--- src/rtl/connect_four_input_conditioner.sv ---
// -----------------------------------------------------------------------------
// connect_four_input_conditioner
//
// Front end of the Connect Four game. Four raw push-buttons are synchronised
// and debounced. The accepted presses become one-clock strobes, a wrapping
// cursor column and a synchronous game-reset pulse. A free-running counter
// produces the game_enable pacing tick. While winner_enable is high, drop
// requests and cursor moves are blocked. The game-reset button is never
// blocked.
//
// Optional build macro: CONNECT_FOUR_AUTO_REPEAT_EN
//   When this macro is defined, holding left or right repeats the move. The
//   first repeat comes REPEAT_DELAY clocks after the press pulse, and later
//   repeats come every REPEAT_CYCLES clocks until the button is released.
//
// Ports:
//   clk            system clock
//   reset          asynchronous, active-high reset
//   btn_left       raw left button (active-high, asynchronous to clk)
//   btn_right      raw right button (active-high, asynchronous to clk)
//   btn_drop       raw drop button (active-high, asynchronous to clk)
//   btn_reset      raw game-reset button (active-high, asynchronous to clk)
//   winner_enable  terminal flag from the controller; freezes drop and cursor
//   drop_edge      one-clock drop request
//   reset_edge     one-clock synchronous game-reset pulse
//   game_enable    one-clock pacing tick, once every TICK_CYCLES clocks
//   cursor_col     selected column, always in 0..COLS-1
// -----------------------------------------------------------------------------
module connect_four_input_conditioner #(
    parameter int COLS            = 7,
    parameter int COL_W           = 3,
    parameter int DEBOUNCE_CYCLES = 500000,
    parameter int TICK_CYCLES     = 1000000
`ifdef CONNECT_FOUR_AUTO_REPEAT_EN
    ,
    parameter int REPEAT_DELAY    = 25000000,
    parameter int REPEAT_CYCLES   = 10000000
`endif
) (
    input  logic             clk,
    input  logic             reset,
    input  logic             btn_left,
    input  logic             btn_right,
    input  logic             btn_drop,
    input  logic             btn_reset,
    input  logic             winner_enable,
    output logic             drop_edge,
    output logic             reset_edge,
    output logic             game_enable,
    output logic [COL_W-1:0] cursor_col
);

    localparam int NUM_BTN = 4;
    localparam int B_LEFT  = 0;
    localparam int B_RIGHT = 1;
    localparam int B_DROP  = 2;
    localparam int B_RST   = 3;

    // The debounce counter only has to hold values up to DEBOUNCE_CYCLES-1,
    // because the state change happens on the edge where it would reach the limit.
    localparam int DB_W   = (DEBOUNCE_CYCLES > 1) ? $clog2(DEBOUNCE_CYCLES) : 1;
    localparam int TICK_W = $clog2(TICK_CYCLES);

    localparam logic [COL_W-1:0]  COL_CENTER = COL_W'(COLS / 2);
    localparam logic [COL_W-1:0]  COL_LAST   = COL_W'(COLS - 1);
    localparam logic [DB_W-1:0]   DB_LAST    = DB_W'(DEBOUNCE_CYCLES - 1);
    localparam logic [TICK_W-1:0] TICK_LAST  = TICK_W'(TICK_CYCLES - 1);

    typedef enum logic [1:0] {
        STABLE_LO,
        CHK_HI,
        STABLE_HI,
        CHK_LO
    } db_state_e;

    logic [NUM_BTN-1:0] raw;
    logic [NUM_BTN-1:0] sync1_q, sync2_q;
    logic [NUM_BTN-1:0] press_d;
    db_state_e          db_state_q [NUM_BTN];
    db_state_e          db_state_d [NUM_BTN];
    logic [DB_W-1:0]    db_cnt_q   [NUM_BTN];
    logic [DB_W-1:0]    db_cnt_d   [NUM_BTN];

    logic               move_left_d, move_right_d;
    logic               move_left_q, move_right_q;
    logic               drop_edge_q, reset_edge_q, game_enable_q;
    logic [COL_W-1:0]   cursor_q, cursor_d;
    logic [TICK_W-1:0]  tick_q, tick_d;

    assign raw = {btn_reset, btn_drop, btn_right, btn_left};

    // Per-button debouncer. press_d is high on the edge that accepts a rising
    // level, so the strobe registers built from it add no latency.
    always_comb begin
        for (int b = 0; b < NUM_BTN; b++) begin
            // NOTE: every output of a combinational block gets a default value
            // first. If any path leaves a value unassigned, a latch is inferred.
            db_state_d[b] = db_state_q[b];
            db_cnt_d[b]   = db_cnt_q[b];
            press_d[b]    = 1'b0;
            unique case (db_state_q[b])
                STABLE_LO: begin
                    if (sync2_q[b]) begin
                        if (DEBOUNCE_CYCLES == 1) begin
                            db_state_d[b] = STABLE_HI;
                            press_d[b]    = 1'b1;
                        end else begin
                            db_state_d[b] = CHK_HI;
                            db_cnt_d[b]   = DB_W'(1);
                        end
                    end
                end
                CHK_HI: begin
                    if (!sync2_q[b]) begin
                        db_state_d[b] = STABLE_LO;
                        db_cnt_d[b]   = '0;
                    end else if (db_cnt_q[b] == DB_LAST) begin
                        db_state_d[b] = STABLE_HI;
                        db_cnt_d[b]   = '0;
                        press_d[b]    = 1'b1;
                    end else begin
                        db_cnt_d[b]   = db_cnt_q[b] + DB_W'(1);
                    end
                end
                STABLE_HI: begin
                    if (!sync2_q[b]) begin
                        if (DEBOUNCE_CYCLES == 1) begin
                            db_state_d[b] = STABLE_LO;
                        end else begin
                            db_state_d[b] = CHK_LO;
                            db_cnt_d[b]   = DB_W'(1);
                        end
                    end
                end
                CHK_LO: begin
                    if (sync2_q[b]) begin
                        db_state_d[b] = STABLE_HI;
                        db_cnt_d[b]   = '0;
                    end else if (db_cnt_q[b] == DB_LAST) begin
                        db_state_d[b] = STABLE_LO;
                        db_cnt_d[b]   = '0;
                    end else begin
                        db_cnt_d[b]   = db_cnt_q[b] + DB_W'(1);
                    end
                end
                default: begin
                    db_state_d[b] = STABLE_LO;
                    db_cnt_d[b]   = '0;
                end
            endcase
        end
    end

`ifdef CONNECT_FOUR_AUTO_REPEAT_EN
    localparam int RPT_MAX = (REPEAT_DELAY > REPEAT_CYCLES) ? REPEAT_DELAY : REPEAT_CYCLES;
    localparam int RPT_W   = (RPT_MAX > 1) ? $clog2(RPT_MAX) : 1;
    localparam logic [RPT_W-1:0] RPT_DLY_LAST = RPT_W'(REPEAT_DELAY - 1);
    localparam logic [RPT_W-1:0] RPT_CYC_LAST = RPT_W'(REPEAT_CYCLES - 1);

    // Hold counters for left (0) and right (1). rpt_phase_q is low until the
    // first repeat has fired; it selects the delay or the repeat interval.
    logic [RPT_W-1:0] rpt_cnt_q [2];
    logic [RPT_W-1:0] rpt_cnt_d [2];
    logic [1:0]       rpt_phase_q, rpt_phase_d, rpt_pulse;

    always_comb begin
        for (int b = 0; b < 2; b++) begin
            rpt_cnt_d[b]   = rpt_cnt_q[b];
            rpt_phase_d[b] = rpt_phase_q[b];
            rpt_pulse[b]   = 1'b0;
            if (db_state_q[b] == STABLE_HI) begin
                if (rpt_cnt_q[b] == (rpt_phase_q[b] ? RPT_CYC_LAST : RPT_DLY_LAST)) begin
                    rpt_pulse[b]   = 1'b1;
                    rpt_cnt_d[b]   = '0;
                    rpt_phase_d[b] = 1'b1;
                end else begin
                    rpt_cnt_d[b]   = rpt_cnt_q[b] + RPT_W'(1);
                end
            end else begin
                rpt_cnt_d[b]   = '0;
                rpt_phase_d[b] = 1'b0;
            end
        end
    end

    always_ff @(posedge clk or posedge reset) begin
        if (reset) begin
            rpt_cnt_q[0] <= '0;
            rpt_cnt_q[1] <= '0;
            rpt_phase_q  <= '0;
        end else begin
            rpt_cnt_q[0] <= rpt_cnt_d[0];
            rpt_cnt_q[1] <= rpt_cnt_d[1];
            rpt_phase_q  <= rpt_phase_d;
        end
    end

    assign move_left_d  = press_d[B_LEFT]  | rpt_pulse[0];
    assign move_right_d = press_d[B_RIGHT] | rpt_pulse[1];
`else
    assign move_left_d  = press_d[B_LEFT];
    assign move_right_d = press_d[B_RIGHT];
`endif

    // Cursor priority: game reset, then the winner freeze, then opposing moves
    // cancelling, then a single move that wraps at either end.
    always_comb begin
        cursor_d = cursor_q;
        if (reset_edge_q) begin
            cursor_d = COL_CENTER;
        end else if (winner_enable) begin
            cursor_d = cursor_q;
        end else if (move_left_q && move_right_q) begin
            cursor_d = cursor_q;
        end else if (move_left_q) begin
            cursor_d = (cursor_q == '0) ? COL_LAST : cursor_q - 1'b1;
        end else if (move_right_q) begin
            cursor_d = (cursor_q == COL_LAST) ? '0 : cursor_q + 1'b1;
        end
    end

    assign tick_d = (tick_q == TICK_LAST) ? '0 : tick_q + TICK_W'(1);

    // NOTE: state registers are updated with non-blocking assignments only.
    // All flops then sample values from before the edge, and simulation
    // matches the synthesised hardware.
    always_ff @(posedge clk or posedge reset) begin
        if (reset) begin
            sync1_q       <= '0;
            sync2_q       <= '0;
            // NOTE: the per-button state and counter arrays are small flop
            // banks, not RAM. They must be reset explicitly so that every
            // debouncer starts in stable-low.
            for (int b = 0; b < NUM_BTN; b++) begin
                db_state_q[b] <= STABLE_LO;
                db_cnt_q[b]   <= '0;
            end
            move_left_q   <= 1'b0;
            move_right_q  <= 1'b0;
            drop_edge_q   <= 1'b0;
            reset_edge_q  <= 1'b0;
            game_enable_q <= 1'b0;
            cursor_q      <= COL_CENTER;
            tick_q        <= '0;
        end else begin
            sync1_q       <= raw;
            sync2_q       <= sync1_q;
            for (int b = 0; b < NUM_BTN; b++) begin
                db_state_q[b] <= db_state_d[b];
                db_cnt_q[b]   <= db_cnt_d[b];
            end
            move_left_q   <= move_left_d;
            move_right_q  <= move_right_d;
            drop_edge_q   <= press_d[B_DROP] & ~winner_enable;
            reset_edge_q  <= press_d[B_RST];
            game_enable_q <= (tick_q == TICK_LAST);
            cursor_q      <= cursor_d;
            tick_q        <= tick_d;
        end
    end

    assign drop_edge   = drop_edge_q;
    assign reset_edge  = reset_edge_q;
    assign game_enable = game_enable_q;
    assign cursor_col  = cursor_q;

endmodule

--- config.mk ---
export PLATFORM = sky130hd
export DESIGN_NAME = connect_four_input_conditioner
export DESIGN_NICKNAME = d
export VERILOG_FILES = /design/src/rtl/connect_four_input_conditioner.sv
export SDC_FILE = /design/constraint.sdc
export NUM_CORES = 1
export LEC_CHECK = 0
export ABC_AREA = 1
export BUFFER_PORTS_ARGS = -buffer_cell sky130_fd_sc_hd__buf_2
export CORE_MARGIN = 4
export CORE_UTILIZATION = 59
export CTS_BUF_LIST = sky130_fd_sc_hd__clkbuf_4
export CTS_CLUSTER_SIZE = 14
export DETAILED_ROUTE_END_ITERATION = 8
export PLACE_DENSITY = 0.79
export SYNTH_ARGS = -nofsm -noshare
export SYNTH_HDL_FRONTEND = slang
export SYNTH_SLANG_ARGS = --single-unit
--- constraint.sdc ---
create_clock -name clk -period 3.4 [get_ports clk]
set_clock_uncertainty 0.1 [all_clocks]
set_input_delay 0 -clock clk [delete_from_list [all_inputs] [get_ports clk]]
set_output_delay 0 -clock clk [all_outputs]
set_load 0.05 [all_outputs]
## Word-level counts from Yosys, hierarchy flattened

Cells that the tools add are included.

- Add/sub/neg operators: 7
- $mul: 0
- Div/mod/pow operators: 0
- $lt $le $gt $ge: 0
- Equality and inequality tests: 36
- Shift operators: 0
- Multiplexer cells: 72
- Bitwise gates (word level): 2
- Reduce and logical (&&, ||, !) cells: 16

Operators by type and width:

| kind | count |
|---|---|
| $mux W19 | 20 |
| $pmux W19 S4 | 4 |
| $add A19 B1 Y19 const B | 4 |
| $eq A19 B19 Y1 const B | 4 |
| $mux W2 | 24 |
| $pmux W2 S4 | 4 |
| $ne A3 B3 Y1 const B | 8 |
| $mux W3 | 7 |
| $add A20 B1 Y20 const B | 1 |
| $eq A20 B20 Y1 const B | 1 |
| $mux W20 | 1 |
| $ne A2 B2 Y1 const B | 9 |
| $eq A2 B2 Y1 const B | 8 |
| $reduce_and A4 Y1 | 4 |
| $mux W1 | 12 |
| $eq A2 B1 Y1 const B | 4 |
| $logic_not A2 Y1 | 4 |
| $reduce_and A2 Y1 | 4 |
| $add A3 B1 Y3 const B | 1 |
| $eq A3 B3 Y1 const B | 1 |
| $logic_not A3 Y1 | 1 |
| $reduce_and A3 Y1 | 1 |
| $reduce_bool A3 Y1 | 1 |
| $sub A3 B1 Y3 const B | 1 |
| 4 further kinds | 4 |

- Register bits: 120
- Latch bits: 0
- Memory bits (writable): 0
- ROM bits: 0
- Input bits: 7
- Output and inout bits: 6
- Word-level logic and storage cells: 150
- Memories kept: 0

## Depth between registers and ports, before layout

Gate-level depths: netlist of run 1.

- Depth after elaboration: 7
- Depth in mapped cells: 11
- Mapped depth without buffers: 11

## Worst setup path after synthesis of run 1

OpenSTA, ideal clock, no wires.

- Kind: flip-flop to flip-flop
- From: register cursor_q[0] (netlist: cursor_col[0])
- To: register cursor_q[0] (netlist: cursor_col[0])
- Library setup time: 79 ps
- Arrival time: 1520 ps
- Data required time: 3221 ps
- Slack: 1701 ps
- Stages on the path, launching flop included: 8
- Period minus slack after synthesis: 1699 ps
- Cell sequence: dfstp_2 -> inv_1 -> ha_1 -> a21oi_1 -> inv_1 -> a21oi_1 -> o21ai_0 -> o21ai_0

- Word-level cells in the longest chain between the ends: 7
- Elaborated cells on any way between the ends: 11
- Those cells by class: add/sub (2); eq/ne (1); mux (7); reduce/logical (1)

RTL lines:

| element | line | RTL |
|---|---|---|
| start: declaration | 87 | `logic [COL_W-1:0] cursor_q, cursor_d;` |
| start signal: assignment | 257 | `cursor_q <= cursor_d;` |
| $add A3 B1 Y3 or $eq A3 B3 Y1 (tied branches) | 218 | `cursor_d = (cursor_q == COL_LAST) ? '0 : cursor_q + 1'b1;` |
| $mux W3 | 218 |  |
| $mux W3 | 217 | `end else if (move_right_q) begin` |
| $mux W3 * | 215 | `end else if (move_left_q) begin` |
| $mux W3 * | 213 | `end else if (move_left_q && move_right_q) begin` |
| $mux W3 * | 211 | `end else if (winner_enable) begin` |
| $mux W3 * | 209 | `if (reset_edge_q) begin` |

Every way passes the cells marked *; elsewhere a longest branch is shown, timed or not. The select of a mux whose other input is x is not followed.
A chain may end at the register's enable or synchronous reset.

## Worst setup path in the final report of run 1

- From: register db_cnt_q[38] (netlist bit)
- To: register db_cnt_q[40] (netlist bit)

- Word-level cells in the longest chain between the ends: 4
- Elaborated cells on any way between the ends: 6
- Those cells by class: add/sub (1); eq/ne (1); mux (4)

RTL lines:

| element | line | RTL |
|---|---|---|
| start: declaration | 81 | `logic [DB_W-1:0] db_cnt_q [NUM_BTN];` |
| start signal: indexed assignment | 250 | `db_cnt_q[b] <= db_cnt_d[b];` |
| $add A19 B1 Y19 or $eq A19 B19 Y1 (tied branches) | - |  |
| $mux W19 * | 117, 139 |  |
| $mux W19 (on tied branches) | 136, 114 |  |
| $pmux W19 S4 * | 101 | `unique case (db_state_q[b])` |

Every way passes the cells marked *; elsewhere a longest branch is shown, timed or not.

==> summary.txt, run 1 <==
Worst setup path
  – Element type at the critical path end: flop
  – Worst EP arrival: 2.46 ns
  – Flop2flop setup slack: 1.30 ns
  – Crit path max fanout: 17
  – Worst r2r src: db_cnt_q[38]$_DFFE_PP0P_
  – CP Launch Type: flop
  – Slowest stage cell, crit path: a21oi_2
  – Critical path's largest stage delay: 0.64 ns
  – WS Path Type: reg2reg
  – Crit path cell chain: ha_1 -> nand4_2 -> nor3_2 -> a21oi_2 -> inv_1 -> o21ai_0
  – Critical path required time: 3.76 ns
  – Reg-to-reg endpoint: db_cnt_q[40]$_DFFE_PP0P_
  – R2R depth: 6

Layout
  – Commonest non-fill, non-tap cell in the layout: nand2_1
  – Most frequent cells in the layout: nand2_1, inv_1, dfrtp_1
  – # fillers: 937
  – Post-route insts no fill: 1072
  – Syn-to-layout area delta: 8.518%
  – Area of the multi-input gates: 3251 um2
  – Ant diodes: 0
  – Fin nets: 936
  – Fraction of layout cells with a size suffix above 1: 9.979%
  – Register area: 3005 um2

GRT
  – Total track usage: 21.96%
  – Vias in the first global route: 5411
  – Initial antenna violation count: 0
  – GRT overflow: 0
  – First-pass GRT wire length: 23620 um
  – Largest net degree at the start of global routing: 70

Timing
  – Hold Vio Cnt, Final: 0
  – RSZ-0062 raised after global routing: no
  – Actual slew at the worst max-slew pin: 0.8270 ns
  – F_max: 475.2 MHz
  – Final period utilization: 61.89%
  – Setup TNS: 0 ns
  – Min Clock Period, post-route: 2.104 ns
  – Slew margin rel.: 44.87%
  – Setup violators final: 0
  – Final Max Slew Viols: 0

Yosys
  – Yosys cell types: 39
  – Syn nets: 900
  – Post-Syn Area: 6787 um2
  – Register area share after synthesis: 44.28%
  – Mapped Cells: 883
  – Number of synthesis warnings: 0
  – Mean Syn Cell Area: 7.686 um2
  – Synth Register Bits: 120

Drt
  – Drt pass-1 iters: 5
  – Antenna Violating Nets Remaining: 0
  – Routed vias/inst: 5.280
  – Routed wire length: 13400 um
  – Wire per inst: 12.50 um
  – Drc violations: 0
  – Routed via count: 5660
  – DRT iter0 DRCs: 382

CTS
  – # H-tree levels: 4
  – Clock tree sinks: 120
  – Clock latency on the worst-skew pair: 0.53 ns
  – CTS tree: built
  – Post-CTS Repair Setup Buffers: 0
  – Worst-path clk slew: 0.11 ns
  – Clock Tree Root: clkbuf_4
  – Total CTS buffers: 17
  – Clock buffer depth: 2

Place
  – Port Buf Inserts: 12
  – Post-DP HPWL: 9575 um
  – Placed cells: 1030
  – RePlAce Congestion: 0.9015

Floorplan
  – IO Count: 13
  – Core ar.: 11030 um2
  – Placement Rows: 38
  – Initial Utilization: 61.52%
  – Die area: 13280 um2
  – DIE HEIGHT: 115.3 um
  – Die W: 115.3 um

Power
  – Static leakage: 3.357 nW
  – Peak supply drop: 0.3946 mV
  – Seq pwr share: 50.3%
  – Switching share of power: 33.04%
  – Sw Pwr: 1.063 mW
  – Internal Power: 2.155 mW
  – Clock network fraction of design power: 29.6%
  – Power per Cell Area: 436.9 nW/um2
  – Gate power share: 20.1%

Status
  – Status: finished, final reports clean

Run
  – Max Cap Violations: 0

Hold path
  – Hold Crit Class: in2async
-- power by group through the flow --
stage               clock, mW  combinational, mW  sequential (mW)
detailed placement          0              0.640             1.65
CTS                     0.985              0.652             1.62
finish                  0.954              0.645             1.62
global route             1.05              0.731             1.63
floorplan                   0              0.504             1.63
global placement            0              0.624             1.64
-- repair_timing --
action	4_1_cts	5_1_grt
resized for setup	0	0
hold buffers	10	0
hold endpoints to repair	76	0
-- synthesized netlist by cell type (all sizes together) --
master / number / area (um2)
clkbuf: 1 / 3.750
a21oi: 15 / 93.85
mux2i: 1 / 10.01
buf: 6 / 42.54
and3: 1 / 6.260
nand4: 28 / 181.4
nor4: 5 / 31.28
dfstp: 2 / 52.55
o211ai: 1 / 7.510
o21ai: 59 / 302.8
xor2: 37 / 324.1
nand2: 239 / 937.1
or2: 4 / 25.03
o22ai: 15 / 93.84
nor3: 31 / 180.2
nor2: 99 / 439.2
xnor2: 5 / 43.79
a31oi: 4 / 25.02
inv: 129 / 484.2
dfrtp: 118 / 2953
ha: 10 / 125.1
nand3: 66 / 360.4
nand3b: 2 / 15.01
o21bai: 5 / 48.80
-- per-stage QoR --
| step | instance area [um2] | power, mW | setup WS, ns | hold slack, ns | utilization [%] |
|---|---|---|---|---|---|
| 3_3_place_gp | 7005 | 2.265 | 1.400 | 0.007898 | 63.51 |
| 2_1_floorplan | 6787 | 2.131 | 0.1175 | -0.06857 | - |
| 6_report | 7365 | 3.218 | 1.296 | 0.08126 | 66.77 |
| 4_1_cts | 7365 | 3.255 | 1.312 | 0.07802 | 66.77 |
| 5_1_grt | 7365 | 3.417 | 1.082 | 0.1327 | 66.77 |
| 3_5_place_dp | 7005 | 2.285 | 1.312 | 0.009994 | 63.51 |
-- flip-flops by register name (all words and copies together) (netlist names), named ones only --
register	cells
cursor_col	3
db_cnt_q	76
db_state_q	4
drop_edge	1
game_enable	1
move_left_q	1
move_right_q	1
reset_edge	1
sync1_q	4
sync2_q	4
tick_q	20
-- critical path: cells and delay by family, from the launching register on --
family	cells	cell delay (ns)
DFF	1	0.43
and+or+nand+nor	2	0.24
adders and majority gates	1	0.29
AOI/OAI and AO/OA	2	0.82
buffers and inverters	1	0.15
-- routing by layer --
layer | vias up | share of wire [%] | global-route usage (%)
met5 | - | 0 | 0
met4 | 0 | 0.98 | 8.138
met3 | 10 | 4.1 | 4.947
met2 | 105 | 48 | 35.76
met1 | 2627 | 47 | 28.85
li1 | 2918 | - | -
-- kinds of logic (layout without fill, tap and decap cells) --
group           after synthesis  in the layout  share of synthesized area (%)
mux                           1              1                         0.1475
simple gates                475            475                          32.06
xor+xnor                     42             42                          5.420
compound gates               99             99                          8.426
flops                       120            120                          44.28
buf+inv                     136            185                          7.817
fa+ha+maj                    10             10                          1.844
-- worst max path at each step --
stage / from / end / cells after the start
3_3_place_gp: db_cnt_q[38]$_DFFE_PP0P_ / db_cnt_q[44]$_DFFE_PP0P_ / 6
5_1_grt: db_cnt_q[38]$_DFFE_PP0P_ / db_cnt_q[40]$_DFFE_PP0P_ / 6
4_1_cts: db_cnt_q[38]$_DFFE_PP0P_ / db_cnt_q[40]$_DFFE_PP0P_ / 6
6_report: db_cnt_q[38]$_DFFE_PP0P_ / db_cnt_q[40]$_DFFE_PP0P_ / 6
3_5_place_dp: db_cnt_q[38]$_DFFE_PP0P_ / db_cnt_q[40]$_DFFE_PP0P_ / 6
2_1_floorplan: reset / async pin / 1
-- final cells by class --
| class | instances | area share (%) |
|---|---|---|
| Tap cell | 140 | 2.379 |
| Clock inverter | 12 | 1.478 |
| Timing Repair Buffer | 24 | 2.548 |
| Clock buffer | 20 | 2.039 |
| Multi-Input combinational cell | 627 | 44.14 |
| Sequential cell | 120 | 40.81 |
| Inverter | 129 | 6.609 |
No activity file was read; power rests on OpenSTA's default activity.
==> run 2, diff against run 1 <==
clock period = 1.8 ns   (was 3.4 ns; I/O delays follow)
==> run 2 against run 1 <==
  * Sequential share of layout area decreased by 1.6 points
  * Critical endpoint is now db_cnt_q[18]$_DFFE_PP0P_
  * Global-route usage about the same
  * Utilization increased by 2.7 points
  * Largest power group unchanged
  * Worst setup slack got worse by 1.2 ns
  * Critical path type unchanged
  * Hold slack improved by 0.066 ns
  * Via count increased by 1.2%
  * First-iteration DRC count increased by 9.7%
==> summary.txt, run 2 (synthesized netlist as in run 1, its figures left out) <==
Floorplan
  – Die area: 13280 um2
  – Core ar.: 11030 um2
  – IO Count: 13
  – Die W: 115.3 um
  – DIE HEIGHT: 115.3 um
  – Initial Utilization: 61.52%
  – Placement Rows: 38

Worst setup path
  – Critical path required time: 2.13 ns
  – Worst Path Buf+Inv: 0
  – Slowest stage cell, crit path: dfrtp_1
  – WS Path Type: reg2reg
  – Crit path max fanout: 5
  – Critical path's largest stage delay: 0.44 ns
  – Delay-heaviest family, CP: simple AND/OR/NAND/NOR gates
  – CP Launch Type: flop
  – Worst EP arrival: 2.02 ns
  – Element type at the critical path end: flop
  – Crit path cell chain: ha_4 -> nand2_2 -> nor2_4 -> nand2_2 -> nor2_4 -> nand3_2 -> nor2_1 -> nand2_1 -> nand3_1 -> nand2_1

Layout
  – Largest Register: db_cnt_q
  – Most frequent cells in the layout: nand2_1, inv_1, dfrtp_1
  – Number of flip-flops in the largest register: 76
  – Core Util, Final: 69.46%
  – Fraction of layout cells with a size suffix above 1: 13.12%
  – Biggest registers after layout: db_cnt_q (76), tick_q (20)
  – Post-route insts no fill: 1093
  – Syn-to-layout area delta: 12.91%
  – Ant diodes: 0
  – Commonest non-fill, non-tap cell in the layout: nand2_1
  – Fin nets: 957
  – Design area: 7662 um2

CTS
  – # H-tree levels: 4
  – Clock latency on the worst-skew pair: 0.53 ns
  – CTS tree: built
  – Clock Tree Root: clkbuf_4
  – Worst-path clk slew: 0.11 ns
  – Clock tree sinks: 120
  – Total CTS buffers: 17
  – Clock buffer depth: 2

GRT
  – GRT overflow: 0
  – Largest net degree at the start of global routing: 70
  – Total track usage: 21.98%
  – Vias in the first global route: 5444
  – First-pass GRT wire length: 23600 um
  – Initial antenna violation count: 0

Run
  – Max Cap Violations: 0

Drt
  – Drt pass-1 iters: 5
  – Routed vias/inst: 5.242
  – Routed wire length: 14000 um
  – Wire per inst: 12.81 um
  – Drc violations: 0
  – DRT iter0 DRCs: 419
  – Routed via count: 5730
  – Antenna Violating Nets Remaining: 0

Power
  – Static leakage: 3.488 nW
  – Power per Cell Area: 836.0 nW/um2
  – Peak supply drop: 0.5650 mV
  – Tot Pwr: 6.405 mW

Timing
  – F_max: 589.8 MHz
  – Final period utilization: 94.20%
  – Actual slew at the worst max-slew pin: 0.4123 ns
  – Setup TNS: 0 ns
  – Min Hold Slack: 0.1469 ns
  – Slew margin rel.: 72.22%
  – Final Max Slew Viols: 0
  – Hold Vio Cnt, Final: 0
  – Min Clock Period, post-route: 1.696 ns
  – Fin worst setup slack: 0.1044 ns
  – Setup violators final: 0

Hold path
  – Hold Crit Class: in2reg

Place
  – Post-DP HPWL: 9794 um
  – RePlAce Congestion: 0.9249
  – Placed cells: 1044
  – DP Area: 7137 um2
  – DP Worst Slack: 0.01433 ns
  – Port Buf Inserts: 12

Status
  – Status: finished, final reports clean
[run 2: cell types whose count changed in the layout (fill, tap and decap cells not counted), sizes merged]
cell / previous run / this run
buf: 14 / 33
clkbuf: 20 / 19
clkinv: 9 / 10
clkinvlp: 1 / 2
dlygate4sd3: 10 / 11
inv: 129 / 128
nand2: 239 / 240
[run 2: area by class of cell]
type	instances	area, um2
fillers	897	3368
well taps	140	175.2
inverters	129	490.5
multi-input cells	628	3372
flip-flops and latches	120	3005
repair buffers	44	365.4
clock buffers	19	142.6
clock inverters	13	111.4
[run 2: what timing repair did]
action	in CTS	in global routing
buffers inserted	1	4
hold buffers	11	0
pin swaps	0	5
gates cloned	0	1
setup endpoints to repair	3	53
resized for setup	0	26
hold endpoints to repair	126	0
[run 2: report_power, final]
group | total (mW) | switching (mW) | internal (mW)
clock | 1.77 | 0.954 | 0.818
sequential | 3.07 | 0.192 | 2.88
combinational | 1.56 | 0.988 | 0.577
total | 6.41 | 2.13 | 4.27
[run 2: worst min-delay path: stages]
cell	delay, ns
dlygate4sd3_1	0.52
buf_2	0.09
inv_1	0.05
nand2_1	0.05
nor4_1	0.04
[run 2: path summary, 6_finish.rpt]
path	start	endpoint	slack, ns	depth (start not counted)
worst max-delay path	db_cnt_q[1]$_DFFE_PP0P_	db_cnt_q[18]$_DFFE_PP0P_	0.10	10
worst min-delay path	winner_enable	drop_edge$_DFF_PP0_	0.15	5
worst max register to register	db_cnt_q[1]$_DFFE_PP0P_	db_cnt_q[18]$_DFFE_PP0P_	0.10	10
worst min register to register	sync1_q[2]$_DFF_PP0_	sync2_q[2]$_DFF_PP0_	0.26	0
max in group asynchronous	reset	cursor_col[0]$_DFFE_PP1P_	0.39	5
min in group asynchronous	reset	sync1_q[3]$_DFF_PP0_	0.51	4
[run 2: layer usage]
metal | track usage, % | vias up | part of all wire (%)
li1 | - | 2969 | -
met1 | 28.35 | 2635 | 47
met2 | 36.38 | 101 | 48
met3 | 6.053 | 25 | 4.0
met4 | 6.573 | 0 | 1.4
met5 | 0 | - | 0
